[config.mk]
export PLATFORM = sky130hd
export DESIGN_NAME = output_data_sequencer
export DESIGN_NICKNAME = d
export VERILOG_FILES = /design/src/rtl/output_data_sequencer.sv
export SDC_FILE = /design/constraint.sdc
export NUM_CORES = 1
export LEC_CHECK = 0
export BUFFER_PORTS_ARGS = -buffer_cell sky130_fd_sc_hd__buf_4
export CORE_MARGIN = 10
export CORE_UTILIZATION = 49
export DETAILED_ROUTE_END_ITERATION = 6
export PLACE_DENSITY = 0.77
export SLEW_MARGIN = 20
export SYNTH_ARGS = -nofsm -noshare
export SYNTH_HDL_FRONTEND = slang
export SYNTH_SLANG_ARGS = --single-unit
[constraint.sdc]
create_clock -name fclk -period 1.7 [get_ports fclk]
set_input_delay 0.17 -clock fclk [delete_from_list [all_inputs] [get_ports fclk]]
set_output_delay 0.17 -clock fclk [all_outputs]
set_load 0.01 [all_outputs]
[src/rtl/output_data_sequencer.sv]
// Byte-serial output sequencer: sends one or two bytes of a captured 16-bit word
// onto an 8-bit bus, stalling on rdy and pulsing done after the last byte.
module output_data_sequencer #(
    parameter logic [7:0] IDLE_DB = 8'h00
) (
    input  logic        fclk,
    input  logic        clear,
    input  logic        load,
    input  logic        two_byte,
    input  logic        high_first,
    input  logic [15:0] data_in,
    input  logic        rdy,
    output logic [7:0]  db_out,
    output logic        rwb,
    output logic        byte_sel,
    output logic        busy,
    output logic        done
);

    localparam logic [1:0] IDLE  = 2'd0;
    localparam logic [1:0] BYTE0 = 2'd1;
    localparam logic [1:0] BYTE1 = 2'd2;

    logic [1:0]  state;
    logic [15:0] data_q;
    logic        two_byte_q;
    logic        high_first_q;
    logic        first_is_high;

    // high_first only matters for two-byte transfers; single transfers send the low byte
    assign first_is_high = two_byte_q & high_first_q;

    always_ff @(posedge fclk or posedge clear) begin
        if (clear) begin
            state        <= IDLE;
            data_q       <= 16'h0000;
            two_byte_q   <= 1'b0;
            high_first_q <= 1'b0;
            done         <= 1'b0;
        end else begin
            done <= 1'b0;
            case (state)
                IDLE: begin
                    if (load) begin
                        data_q       <= data_in;
                        two_byte_q   <= two_byte;
                        high_first_q <= high_first;
                        state        <= BYTE0;
                    end
                end
                BYTE0: begin
                    if (rdy) begin
                        if (two_byte_q) begin
                            state <= BYTE1;
                        end else begin
                            state <= IDLE;
                            done  <= 1'b1;
                        end
                    end
                end
                BYTE1: begin
                    if (rdy) begin
                        state <= IDLE;
                        done  <= 1'b1;
                    end
                end
                default: state <= IDLE;
            endcase
        end
    end

    always_comb begin
        busy     = (state == BYTE0) || (state == BYTE1);
        byte_sel = 1'b0;
        if (state == BYTE0) begin
            byte_sel = first_is_high;
        end else if (state == BYTE1) begin
            byte_sel = ~first_is_high;
        end
        db_out = IDLE_DB;
        if (busy) begin
            db_out = byte_sel ? data_q[15:8] : data_q[7:0];
        end
        rwb = ~busy;
    end

endmodule

# --- Yosys cells after proc, flatten, opt, wreduce, memory -nomap -nowiden ---
# Cells that the tools add are included.
totals:
  ff_bits: 21
  in_bits: 22
  output_inout_bits: 12
  word_cells: 30
op_classes:
  eq_ne: 5
  muxes: 13
  bitwise_logic: 3
  reduce_logical: 4
ops:
  columns: ["operator", "count"]
  rows:
  - ["8-bit 2-to-1 mux", 2]
  - ["2-bit 2-to-1 mux", 4]
  - ["2-bit inequality test, second input constant", 3]
  - ["2-bit case mux with 3 select lines", 1]
  - ["1-bit 2-to-1 mux", 5]
  - ["3-bit AND reduction", 1]
  - ["2-bit by 1-bit == test with 1-bit output, second input constant", 1]
  - ["2-bit == test, second input constant", 1]
  - ["2-bit logical NOT", 1]
  - ["1-bit inverter", 2]
  - ["1-bit case mux with 2 select lines", 1]
  - ["2-bit AND reduction", 1]
  - ["1-bit AND", 1]
  - ["1-bit logical OR", 1]

# --- Longest topological paths before layout ---
# Gate-level depths: netlist of the first run.
depth:
  depth_word: 6
  ltp_mapped: 6
  ltp_nobuf: 5

# --- Least setup slack after synthesis of the first run ---
# Ideal clock, no wire load.
synth_path:
  kind: "flip-flop to output port"
  startpoint: "register state[0]"
  endpoint: "output db_out[0]"
  arrival_time_ns: 1.517
  required_ns: 1.530
  setup_slack_ns: 0.013
  path_stages_with_launch: 7
  path_buffers: 2
  path_cell_list: "dfrtp_1 > inv_1 > ha_1 > clkbuf_1 > buf_2 > nand2_1 > mux2i_1"
synth_via:
  word_cells_on_any_way: 7
  cone_classes: "2 x eq/ne; 4 x mux; 1 x reduce/logical"
synth_rtl:
  columns: ["element", "line_no", "rtl"]
  rows:
  - ["start: declaration", "24", "logic [1:0] state;"]
  - ["start signal: assignment", "35", "state <= IDLE;"]
  - ["start signal: assignment", "48", "state <= BYTE0;"]
  - ["start signal: assignment", "54", "state <= BYTE1;"]
  - ["2-bit by 1-bit == test with 1-bit output or 2-bit == test (tied branches)", "73", "busy = (state == BYTE0) || (state == BYTE1);"]
  - ["1-bit logical OR (*)", "73", null]
  - ["named net busy", "16", "output logic busy,"]
  - ["8-bit 2-to-1 mux (*)", "81", "if (busy) begin"]
  - ["end: declaration", "13", "output logic [7:0] db_out,"]
# Mark *: on every way through the listed nets, which the timed path passes. The rest lies on a longest branch.

# --- Worst setup path after layout of the first run ---
layout_path:
  startpoint: "register state[1]"
  endpoint: "output db_out[1]"
layout_via:
  elab_chain_len: 5
  word_cells_on_any_way: 7
  cone_classes: "2 x eq/ne; 4 x mux; 1 x reduce/logical"
layout_lines:
  columns: ["element", "line_no", "rtl"]
  rows:
  - ["2-bit == test", "73, 77", null]
  - ["1-bit 2-to-1 mux", "77", "end else if (state == BYTE1) begin"]
  - ["1-bit 2-to-1 mux", "75", "if (state == BYTE0) begin"]
  - ["8-bit 2-to-1 mux", "82", "db_out = byte_sel ? data_q[15:8] : data_q[7:0];"]
  - ["8-bit 2-to-1 mux (*)", "81", null]
# Mark *: on every way between the ends. The rest lies on a longest branch, timed or not.

==> Flow_metrics.wiki, run 1 <==
{| class="wikitable"
! Metric !! Value
|-
| Outcome || finished with violations
|-
| Violated checks || negative setup slack
|-
| Max-cap violations || 0
|-
| Internal power || approximately 2 mW
|-
| Worst EP arrival || between 1.5 and 2 ns
|-
| Distinct cells, synth || 14
|-
| Total of endpoints with negative setup slack in the final report || 12
|-
| Starting utilization of the core area || about 53%
|-
| Number of failing hold endpoints at the final stage || 0
|-
| Final instance count without filler cells || 170
|-
| H-tree depth || 1
|-
| Share of total power in sequential cells || ~27%
|-
| Number of synthesized register bits || 21
|-
| Power spent charging and discharging nets || 1.18 mW
|-
| Area taken by flip-flops and latches || about 530 um^2
|-
| Global-route wire length before repair || between 4 and 5 mm
|-
| Logic gate share of total power || between 60% and 70%
|-
| Crit Path Max Fanout || 6
|-
| Cell at the root of the clock tree || clkbuf_4
|-
| TritonCTS clock tree || built
|-
| TritonCTS sink count || 21
|-
| Max IR drop VDD || 1.20 mV
|-
| Area growth from synthesis to layout || 51.7%
|-
| Area of the core || 0.00200 mm^2
|-
| Weighted congestion reported at the end of routability-driven placement || slightly above 0.8
|-
| Worst path max stage delay || 0.44 ns
|-
| Post-synthesis instance area || approximately 0.0011 mm^2
|-
| Cell type contributing the most total cell area after synthesis || dfrtp_1
|-
| Vias after detailed routing || approximately 850
|-
| Period utilization || 113%
|-
| Cell total after placement || between 150 and 200
|-
| Kind of critical path || register to primary output
|-
| Syn nets || 117
|-
| Post-Synthesis Mean Instance Area || roughly 12 um^2
|-
| Sort of element at the end of the critical path || primary output
|-
| Fill count || between 100 and 150
|-
| Sequential element share of the synthesized area || about half
|-
| Maximum clock insertion buffer count || 2
|-
| Post-synth EDFFs || 0
|-
| WL final || roughly 2.8 mm
|-
| Worst min-delay path class || primary input to register
|-
| Count of antenna diodes in the layout || 0
|-
| Final-layout setup total negative slack || -1.72 ns
|-
| Clk pwr share || about 7.5%
|-
| Endpoint required time on the critical path || approximately 1.5 ns
|-
| Area share of the leading cell type in the synthesized netlist || around half
|-
| Switching portion of total power || a little under two fifths
|-
| Iteration-0 DRC Markers || 24
|-
| Instance count of the mapped netlist || 90
|-
| Cell Chain, Critical Path || inv_2, ha_4, nor2b_4, mux2i_4, buf_6, mux2i_1, buf_4
|-
| Power density over the cells || 2010 mW/mm^2
|-
| HPWL after detailed placement || approximately 1.8 mm
|-
| Final nets || between 150 and 200
|-
| GRT overflow || 0
|-
| Dominant cell by count in the synthesized netlist || dfrtp_1
|-
| Std cell rows || 16
|-
| Transition at the pin with the smallest max-transition slack || ~0.28 ns
|-
| Port Buffer Count || 33
|-
| Horizontal die dimension || approximately 67 um
|-
| Fraction of layout instances using a drive strength above 1 || between 50% and 60%
|-
| Remaining antenna violation count || 0
|-
| CTS buffer count || 3
|-
| Leakage || between 0.8 and 0.9 nW
|-
| Maximum number of pins on one net before global-route repair || 22
|-
| Smallest setup slack after layout || -0.213 ns
|-
| Unrepaired setup endpoints after global routing || true
|-
| Synth area leaders || dfrtp_1 50%, mux2_2 20%, mux2i_1 8.5%
|-
| Min Clock Period, post-route || around 1.9 ns
|-
| Total iterations of the first detailed-routing run || 4
|-
| Startpoint type of the worst setup path || register
|-
| Max Freq || roughly 520 MHz
|-
| Die Ht || between 60 and 70 um
|-
| Clock slew at the register clock pins of the worst setup and hold paths || about 0.12 ns
|-
| Die ar. || ~0.0044 mm^2
|-
| Routed wirelength normalized by instance count || roughly 16 um
|-
| Post-synth ARST share || between 90% and 100%
|-
| DRC Markers || 0
|-
| Worst setup skew after layout || roughly 0.010 ns
|-
| Master of the slowest instance on the critical path || dfrtp_1
|-
| Slew headroom || between 80% and 90%
|-
| Total global-route track usage || 12.4%
|-
| I/O pin total || 34
|-
| Total area of multi-input combinational cells || about 550 um^2
|-
| Via count of the first global-routing pass || around 940
|-
| Final Power || approximately 3.2 mW
|-
| Warnings, synthesis || 0
|-
| Main flop type after synthesis || dfrtp_1
|-
| Clock Latency Late Sink || around 0.3 ns
|-
| Number of pins exceeding their max-slew limit in the final report || 0
|-
| Initial antenna violation count || 0
|-
| Synth cell count leaders || 21 x dfrtp_1, 19 x mux2_2, 18 x nand2_1, 9 x mux2i_1, 7 x inv_1
|-
| Vias per inst || roughly 5.0
|}
## repair_timing
action | 4_1_cts | 5_1_grt
hold endpoints to repair | 21 | 0
setup buffers | 4 | 4
gates cloned | 0 | 2
hold buffers | 1 | 0
pin swaps | 0 | 3
endpoints found under the setup margin | 10 | 12
gates resized for setup | 14 | 11
## layer usage
| layer | vias up | track usage [%] | wire length [um] |
|---|---|---|---|
| li1 | 405 | - | - |
| met1 | 420 | 12.2 | 1040 |
| met2 | 24 | 22.4 | 1550 |
| met3 | 2 | 5.02 | 181 |
| met4 | 0 | 5.24 | 17 |
| met5 | - | 0 | 0 |
## per-stage QoR
step	setup slack, ns	util (%)	cell area [um^2]	hold slack, ns
CTS	-0.188	76.4	1530	0.0881
finish	-0.213	80.3	1610	0.0890
detailed placement	0.00236	69.9	1400	0.224
global placement	0.0556	69.9	1400	0.222
global route	-0.340	80.3	1610	0.0668
floorplan	0.0126	-	1060	0.147
## worst max-delay path, delay by kind of cell, from the launching register on
kind / cells / cell delay, ns
multiplexers: 2 / 0.38
AND/OR/NAND/NOR: 1 / 0.05
buffers and inverters: 3 / 0.42
adder cells (fa/ha/maj): 1 / 0.17
flip-flops: 1 / 0.44
## path summary, 6_finish.rpt
kind                             startpoint         end  slack, ns  cells after the start
min in group asynchronous             clear  data_q[15]       0.45                      4
worst max register to register     state[1]    state[0]      -0.08                      8
worst min-delay path            data_in[10]  data_q[10]       0.09                      2
max in group asynchronous             clear   data_q[1]       1.02                      4
worst min register to register   data_q[13]  data_q[13]       0.52                      1
worst max-delay path               state[1]   db_out[1]      -0.21                      7
## kinds of logic after synthesis
family          synth area share [%]
mux                             30.8
simple gates                    8.85
flops                           49.6
buf+inv                         3.78
fa+ha+maj                       5.90
compound gates                  1.06
## final cells by class
type,count,share of cell area (%)
sequential,21,32.7
tap,27,2.10
multi-input combinational,59,34.2
clock buffer,4,1.63
inverter,7,1.63
timing repair buffer,52,27.8
## state kept, by name, indices dropped and copies added (netlist names)
signal        count
high_first_q      1
state             2
done              1
data_q           16
two_byte_q        1
## cell usage in the layout, fill, tap and decap left out, drive strengths merged
cell          n
o22ai         1
inv           7
a21oi         1
clkbuf        4
dlygate4sd3   1
ha            5
nor2          2
mux2         19
mux2i        10
buf          51
dfrtp        21
nand2        20
nor2b         1
## power groups by stage
| stage | Sequential, mW | Combinational (mW) | Clock [mW] |
|---|---|---|---|
| 2_1_floorplan | 0.855 | 0.971 | 0 |
| 3_3_place_gp | 0.876 | 1.57 | 0 |
| 3_5_place_dp | 0.892 | 1.60 | 0 |
| 4_1_cts | 0.882 | 1.84 | 0.246 |
| 5_1_grt | 0.917 | 2.28 | 0.280 |
| 6_report | 0.885 | 2.10 | 0.241 |
Note: power is estimated with default switching activity, not from simulation.
==> run 2: changes to the inputs <==
Settings changed: PLACE_DENSITY 0.77 to 0.87.
==> Flow_metrics.wiki, run 2 (same netlist as run 1, synthesis figures left out) <==
{| class="wikitable"
! Metric !! Value
|-
| Outcome || finished with violations
|-
| Violated checks || negative setup slack
|-
| Maximum clock insertion buffer count || 2
|-
| Total area of multi-input combinational cells || approximately 550 um^2
|-
| Final nets || ~170
|-
| Iteration-0 DRC Markers || 65
|-
| Max Freq || 492 MHz
|-
| Area growth from synthesis to layout || 52.2%
|-
| Maximum number of pins on one net before global-route repair || 22
|-
| Global-route wire length before repair || between 4 and 5 mm
|-
| Transition at the pin with the smallest max-transition slack || between 0.2 and 0.3 ns
|-
| Vias per inst || ~5.2
|-
| Weighted congestion reported at the end of routability-driven placement || 0.841
|-
| Sort of element at the end of the critical path || primary output
|-
| Horizontal die dimension || 66.5 um
|-
| Unrepaired setup endpoints after global routing || true
|-
| DRC Markers || 0
|-
| Total of endpoints with negative setup slack in the final report || 10
|-
| Die ar. || between 0.004 and 0.005 mm^2
|-
| Power density over the cells || roughly 2100 mW/mm^2
|-
| Fraction of layout instances using a drive strength above 1 || 60.0%
|-
| Slew headroom || between 80 and 90%
|-
| CTS buffer count || 3
|-
| Area of the core || approximately 0.0020 mm^2
|-
| Worst hold slack after final layout || 0.0891 ns
|-
| Final-layout setup total negative slack || -2.12 ns
|-
| Leading registers by flop count || data_q: 16 flops, state: 2 flops
|-
| Smallest setup slack after layout || -0.334 ns
|-
| Met1 wire length || approximately 1.2 mm
|-
| Remaining antenna violation count || 0
|-
| Startpoint type of the worst setup path || register
|-
| Cell at the root of the clock tree || clkbuf_4
|-
| TritonCTS sink count || 21
|-
| Endpoint required time on the critical path || 1.53 ns
|-
| Commonest cells after routing, fill and taps aside || 38 x buf_4, 21 x dfrtp_1, 19 x mux2_2
|-
| Via count of the first global-routing pass || 876
|-
| Met2 WL || between 1.5 and 2 mm
|-
| Number of failing hold endpoints at the final stage || 0
|-
| WL final || 3.05 mm
|-
| Vias after detailed routing || roughly 870
|-
| Amount of wire on met3 after detailed routing || about 120 um
|-
| Worst setup skew after layout || 0.00485 ns
|-
| Total global-route track usage || about 12%
|-
| Biggest register || data_q
|-
| Min Clock Period, post-route || 2.03 ns
|-
| Most frequent standard cell in the layout excluding fill and tap cells || buf_4
|-
| Count of antenna diodes in the layout || 0
|-
| Number of pins exceeding their max-slew limit in the final report || 0
|-
| Area taken by flip-flops and latches || approximately 530 um^2
|-
| Worst EP arrival || roughly 1.9 ns
|-
| Clock slew at the register clock pins of the worst setup and hold paths || approximately 0.12 ns
|-
| H-tree depth || 1
|-
| Flip-flop count of the largest register, all copies and words added || 16
|-
| Period utilization || 120%
|-
| Max IR drop VDD || ~1.2 mV
|-
| Topmost layer with routed signal wires || met4
|-
| Die Ht || 66.5 um
|-
| Fill count || 109
|-
| Clock Latency Late Sink || 0.30 ns
|-
| Starting utilization of the core area || 52.9%
|-
| HPWL after detailed placement || roughly 1.9 mm
|-
| Place WS || -0.0181 ns
|-
| Initial antenna violation count || 0
|-
| I/O pin total || 34
|-
| TritonCTS clock tree || built
|-
| GRT overflow || 0
|-
| Port Buffer Count || 33
|-
| Total iterations of the first detailed-routing run || 6
|-
| Worst min-delay path class || primary input to register
|-
| Crit Path Max Fanout || 7
|-
| Kind of critical path || register to primary output
|-
| Max-cap violations || 0
|-
| Leakage || ~0.8 nW
|-
| Routed wirelength normalized by instance count || around 18 um
|-
| Std cell rows || 16
|}
run 2: path summary, 6_finish.rpt:
path | start | depth (start not counted) | slack, ns | to
max | state[1] | 7 | -0.33 | db_out[1]
min | data_in[0] | 2 | 0.09 | data_q[0]
max reg2reg | state[1] | 7 | 0.01 | state[0]
min reg2reg | data_q[0] | 1 | 0.52 | data_q[0]
max in group asynchronous | clear | 4 | 1.04 | data_q[3]
min in group asynchronous | clear | 4 | 0.45 | data_q[2]
run 2: final cells by class:
cell class,count,share of cell area (%)
inverters,7,1.63
multi-input cells,59,34.2
clock inverters,1,0.310
repair buffers,49,27.8
clock buffers,3,1.40
well taps,27,2.09
flip-flops and latches,21,32.6
run 2: where the power goes:
part / internal, mW / switching (mW)
Clock: 0.0876 / 0.150
Sequential: 0.745 / 0.166
Combinational: 1.24 / 0.943
run 2: repair_timing:
action / CTS / global route
hold endpoints to repair: 21 / 0
hold buffers: 1 / 0
gates resized for setup: 10 / 9
buffers inserted: 4 / 3
pin swaps: 1 / 2
gates cloned: 0 / 1
endpoints found under the setup margin: 11 / 12
run 2: through the flow:
stage	power (mW)	utilization [%]	std cells	area [um^2]
6_report	3.33	80.6	167	1610
5_1_grt	3.51	80.6	167	1610
4_1_cts	3.00	76.6	163	1530
3_5_place_dp	2.59	70.8	154	1420
3_3_place_gp	2.51	70.8	154	1420
2_1_floorplan	1.83	-	90	1060
run 2: critical path, cell delays in order, from the launching register on:
cell and delay [ns]:
dfrtp_1 0.45, inv_2 0.09, buf_6 0.13, ha_4 0.30
clkbuf_16 0.16, nand2_1 0.07, mux2i_1 0.20, buf_4 0.16
run 2: per-layer routing:
layer / global-route usage, % / vias to the layer above
met5: 0 / -
met4: 4.45 / 0
met3: 2.68 / 6
met2: 21.9 / 22
met1: 11.8 / 447
li1: - / 396
==> run 3: changes to the inputs <==
Settings changed: SETUP_SLACK_MARGIN set to 0.05.
==> Flow_metrics.wiki, run 3 (same netlist as run 1, synthesis figures left out) <==
{| class="wikitable"
! Metric !! Value
|-
| Count of antenna diodes in the layout || 0
|-
| Min Clock Period, post-route || just under 2 ns
|-
| Starting utilization of the core area || between 50 and 60%
|-
| Kind of critical path || register to primary output
|-
| Flip-flop count of the largest register, all copies and words added || 16
|-
| Cell total after placement || 156
|-
| Leakage || 0.825 nW
|-
| Violated checks || negative setup slack
|-
| Most frequent standard cell in the layout excluding fill and tap cells || buf_4
|-
| Clock slew at the register clock pins of the worst setup and hold paths || roughly 0.12 ns
|-
| Total of endpoints with negative setup slack in the final report || 10
|-
| Buffering stage count on the worst path with inverters included || 3
|-
| Slew headroom || between 80 and 90%
|-
| Fill count || between 100 and 150
|-
| Worst EP arrival || 1.79 ns
|-
| Fraction of layout instances using a drive strength above 1 || 59.2%
|-
| Leading registers by flop count || data_q: 16 flops, state: 2 flops
|-
| Clock Latency Late Sink || around 0.31 ns
|-
| Max-cap violations || 0
|-
| Place WS || -0.00969 ns
|-
| Area of the core || between 0.002 and 0.0025 mm^2
|-
| Max IR drop VDD || roughly 1.2 mV
|-
| CP top delay family || buffers and inverters
|-
| Outcome || finished with violations
|-
| DRC Markers || 0
|-
| Global-route wire length before repair || approximately 3.8 mm
|-
| Cell at the root of the clock tree || clkbuf_4
|-
| Total iterations of the first detailed-routing run || 3
|-
| Horizontal die dimension || 66.5 um
|-
| Biggest register || data_q
|-
| Port Buffer Count || 33
|-
| Transition at the pin with the smallest max-transition slack || 0.267 ns
|-
| Final-layout setup total negative slack || -2.01 ns
|-
| HPWL after detailed placement || about 1.9 mm
|-
| Sort of element at the end of the critical path || primary output
|-
| Total global-route track usage || 10.9%
|-
| Std cell rows || 16
|-
| TritonCTS clock tree || built
|-
| Smallest setup slack after layout || -0.264 ns
|-
| Post-route design area || between 0.0015 and 0.002 mm^2
|-
| Commonest cells after routing, fill and taps aside || 40 x buf_4, 20 x dfrtp_1, 19 x mux2_2
|-
| TritonCTS sink count || 21
|-
| Worst path max stage delay || 0.41 ns
|-
| CTS buffer count || 3
|-
| Crit Path Max Fanout || 7
|-
| Maximum number of pins on one net before global-route repair || 22
|-
| Routed wirelength normalized by instance count || roughly 15 um
|-
| Worst min-delay path class || primary input to register
|-
| Master of the slowest instance on the critical path || dfrtp_1
|-
| Power density over the cells || around 2000 mW/mm^2
|-
| Startpoint type of the worst setup path || register
|-
| Remaining antenna violation count || 0
|-
| GRT overflow || 0
|-
| Worst hold slack after final layout || a little over 0.08 ns
|-
| Number of failing hold endpoints at the final stage || 0
|-
| Area growth from synthesis to layout || 51.8%
|-
| Maximum clock insertion buffer count || 2
|-
| Initial antenna violation count || 0
|-
| WL final || around 2.5 mm
|-
| Worst setup skew after layout || 0.00409 ns
|-
| Final instance count without filler cells || ~170
|-
| Max Freq || ~510 MHz
|-
| H-tree depth || 1
|-
| Vias after detailed routing || ~830
|-
| Final nets || between 150 and 200
|-
| Cell Chain, Critical Path || buf_6, ha_4, nor2b_4, mux2i_4, buf_12, mux2i_1, buf_4
|-
| Iteration-0 DRC Markers || 15
|-
| Endpoint required time on the critical path || 1.53 ns
|-
| Number of pins exceeding their max-slew limit in the final report || 0
|-
| Die ar. || around 0.0044 mm^2
|-
| Unrepaired setup endpoints after global routing || true
|-
| Die Ht || 66.5 um
|-
| Instance area at placement || around 0.0014 mm^2
|-
| I/O pin total || 34
|-
| Via count of the first global-routing pass || 860
|-
| Period utilization || 116%
|-
| Weighted congestion reported at the end of routability-driven placement || just under 0.8
|-
| Vias per inst || 4.89
|}
==> run 3: cell types whose count changed in the layout (fill, tap and decap cells not counted) <==
cell	previous run	this run
inv_2	3	2
dfrtp_2	0	1
mux2i_2	1	0
mux2i_1	8	9
buf_6	6	7
buf_4	38	40
nand2_2	3	2
clkbuf_16	1	0
nand2_1	17	18
dfrtp_1	21	20
inv_1	4	5
==> run 3: worst paths after layout <==
kind                                    to       start  cells past startpoint  slack, ns
worst max-delay path             db_out[7]    state[1]                      7      -0.26
worst min-delay path             data_q[5]  data_in[5]                      2       0.08
worst max register to register    state[0]    state[1]                      6       0.15
worst min register to register  data_q[15]  data_q[15]                      1       0.52
max in group asynchronous         state[0]       clear                      4       1.04
min in group asynchronous       data_q[12]       clear                      4       0.43
==> run 3: repair_timing <==
| item | CTS | global route |
|---|---|---|
| hold endpoints to repair | 21 | 0 |
| gates resized for setup | 15 | 5 |
| hold buffers | 1 | 0 |
| pin swaps | 2 | 1 |
| setup buffers | 3 | 5 |
| setup endpoints to repair | 11 | 11 |
==> run 3: final cells by class <==
cell class | instances | area [um^2] | share of cell area (%)
inverters | 7 | 26.3 | 1.63
multi-input cells | 59 | 546 | 33.9
flip-flops and latches | 21 | 527 | 32.7
clock buffers | 3 | 22.5 | 1.40
repair buffers | 51 | 449 | 27.9
well taps | 27 | 33.8 | 2.10
clock inverters | 1 | 5.00 | 0.311
==> run 3: where the power goes <==
group          internal (mW)  switching [mW]
Clock                 0.0880           0.159
Sequential             0.747           0.145
Combinational           1.21           0.844
Total                   2.04            1.15
==> run 3: routing by layer <==
| metal | global-route usage, % | wire [um] | part of all wire (%) | vias up |
|---|---|---|---|---|
| met5 | 0 | 0 | 0 | - |
| met4 | 5.50 | 36 | 1.4 | 0 |
| met3 | 3.51 | 148 | 5.9 | 4 |
| met2 | 19.7 | 1370 | 55 | 20 |
| met1 | 10.8 | 936 | 38 | 399 |
| li1 | - | - | - | 403 |
==> run 3: worst register-to-register path, stage by stage (launching register included) <==
cell	delay [ns]
dfrtp_1	0.41
inv_1	0.11
buf_4	0.16
ha_1	0.19
nor2_1	0.07
o22ai_2	0.15
mux2_2	0.37
==> run 3: per-stage QoR <==
step,util (%),total power [mW]
global route,80.4,3.41
floorplan,-,1.83
detailed placement,70.9,2.58
CTS,76.3,3.04
finish,80.4,3.19
global placement,70.9,2.49
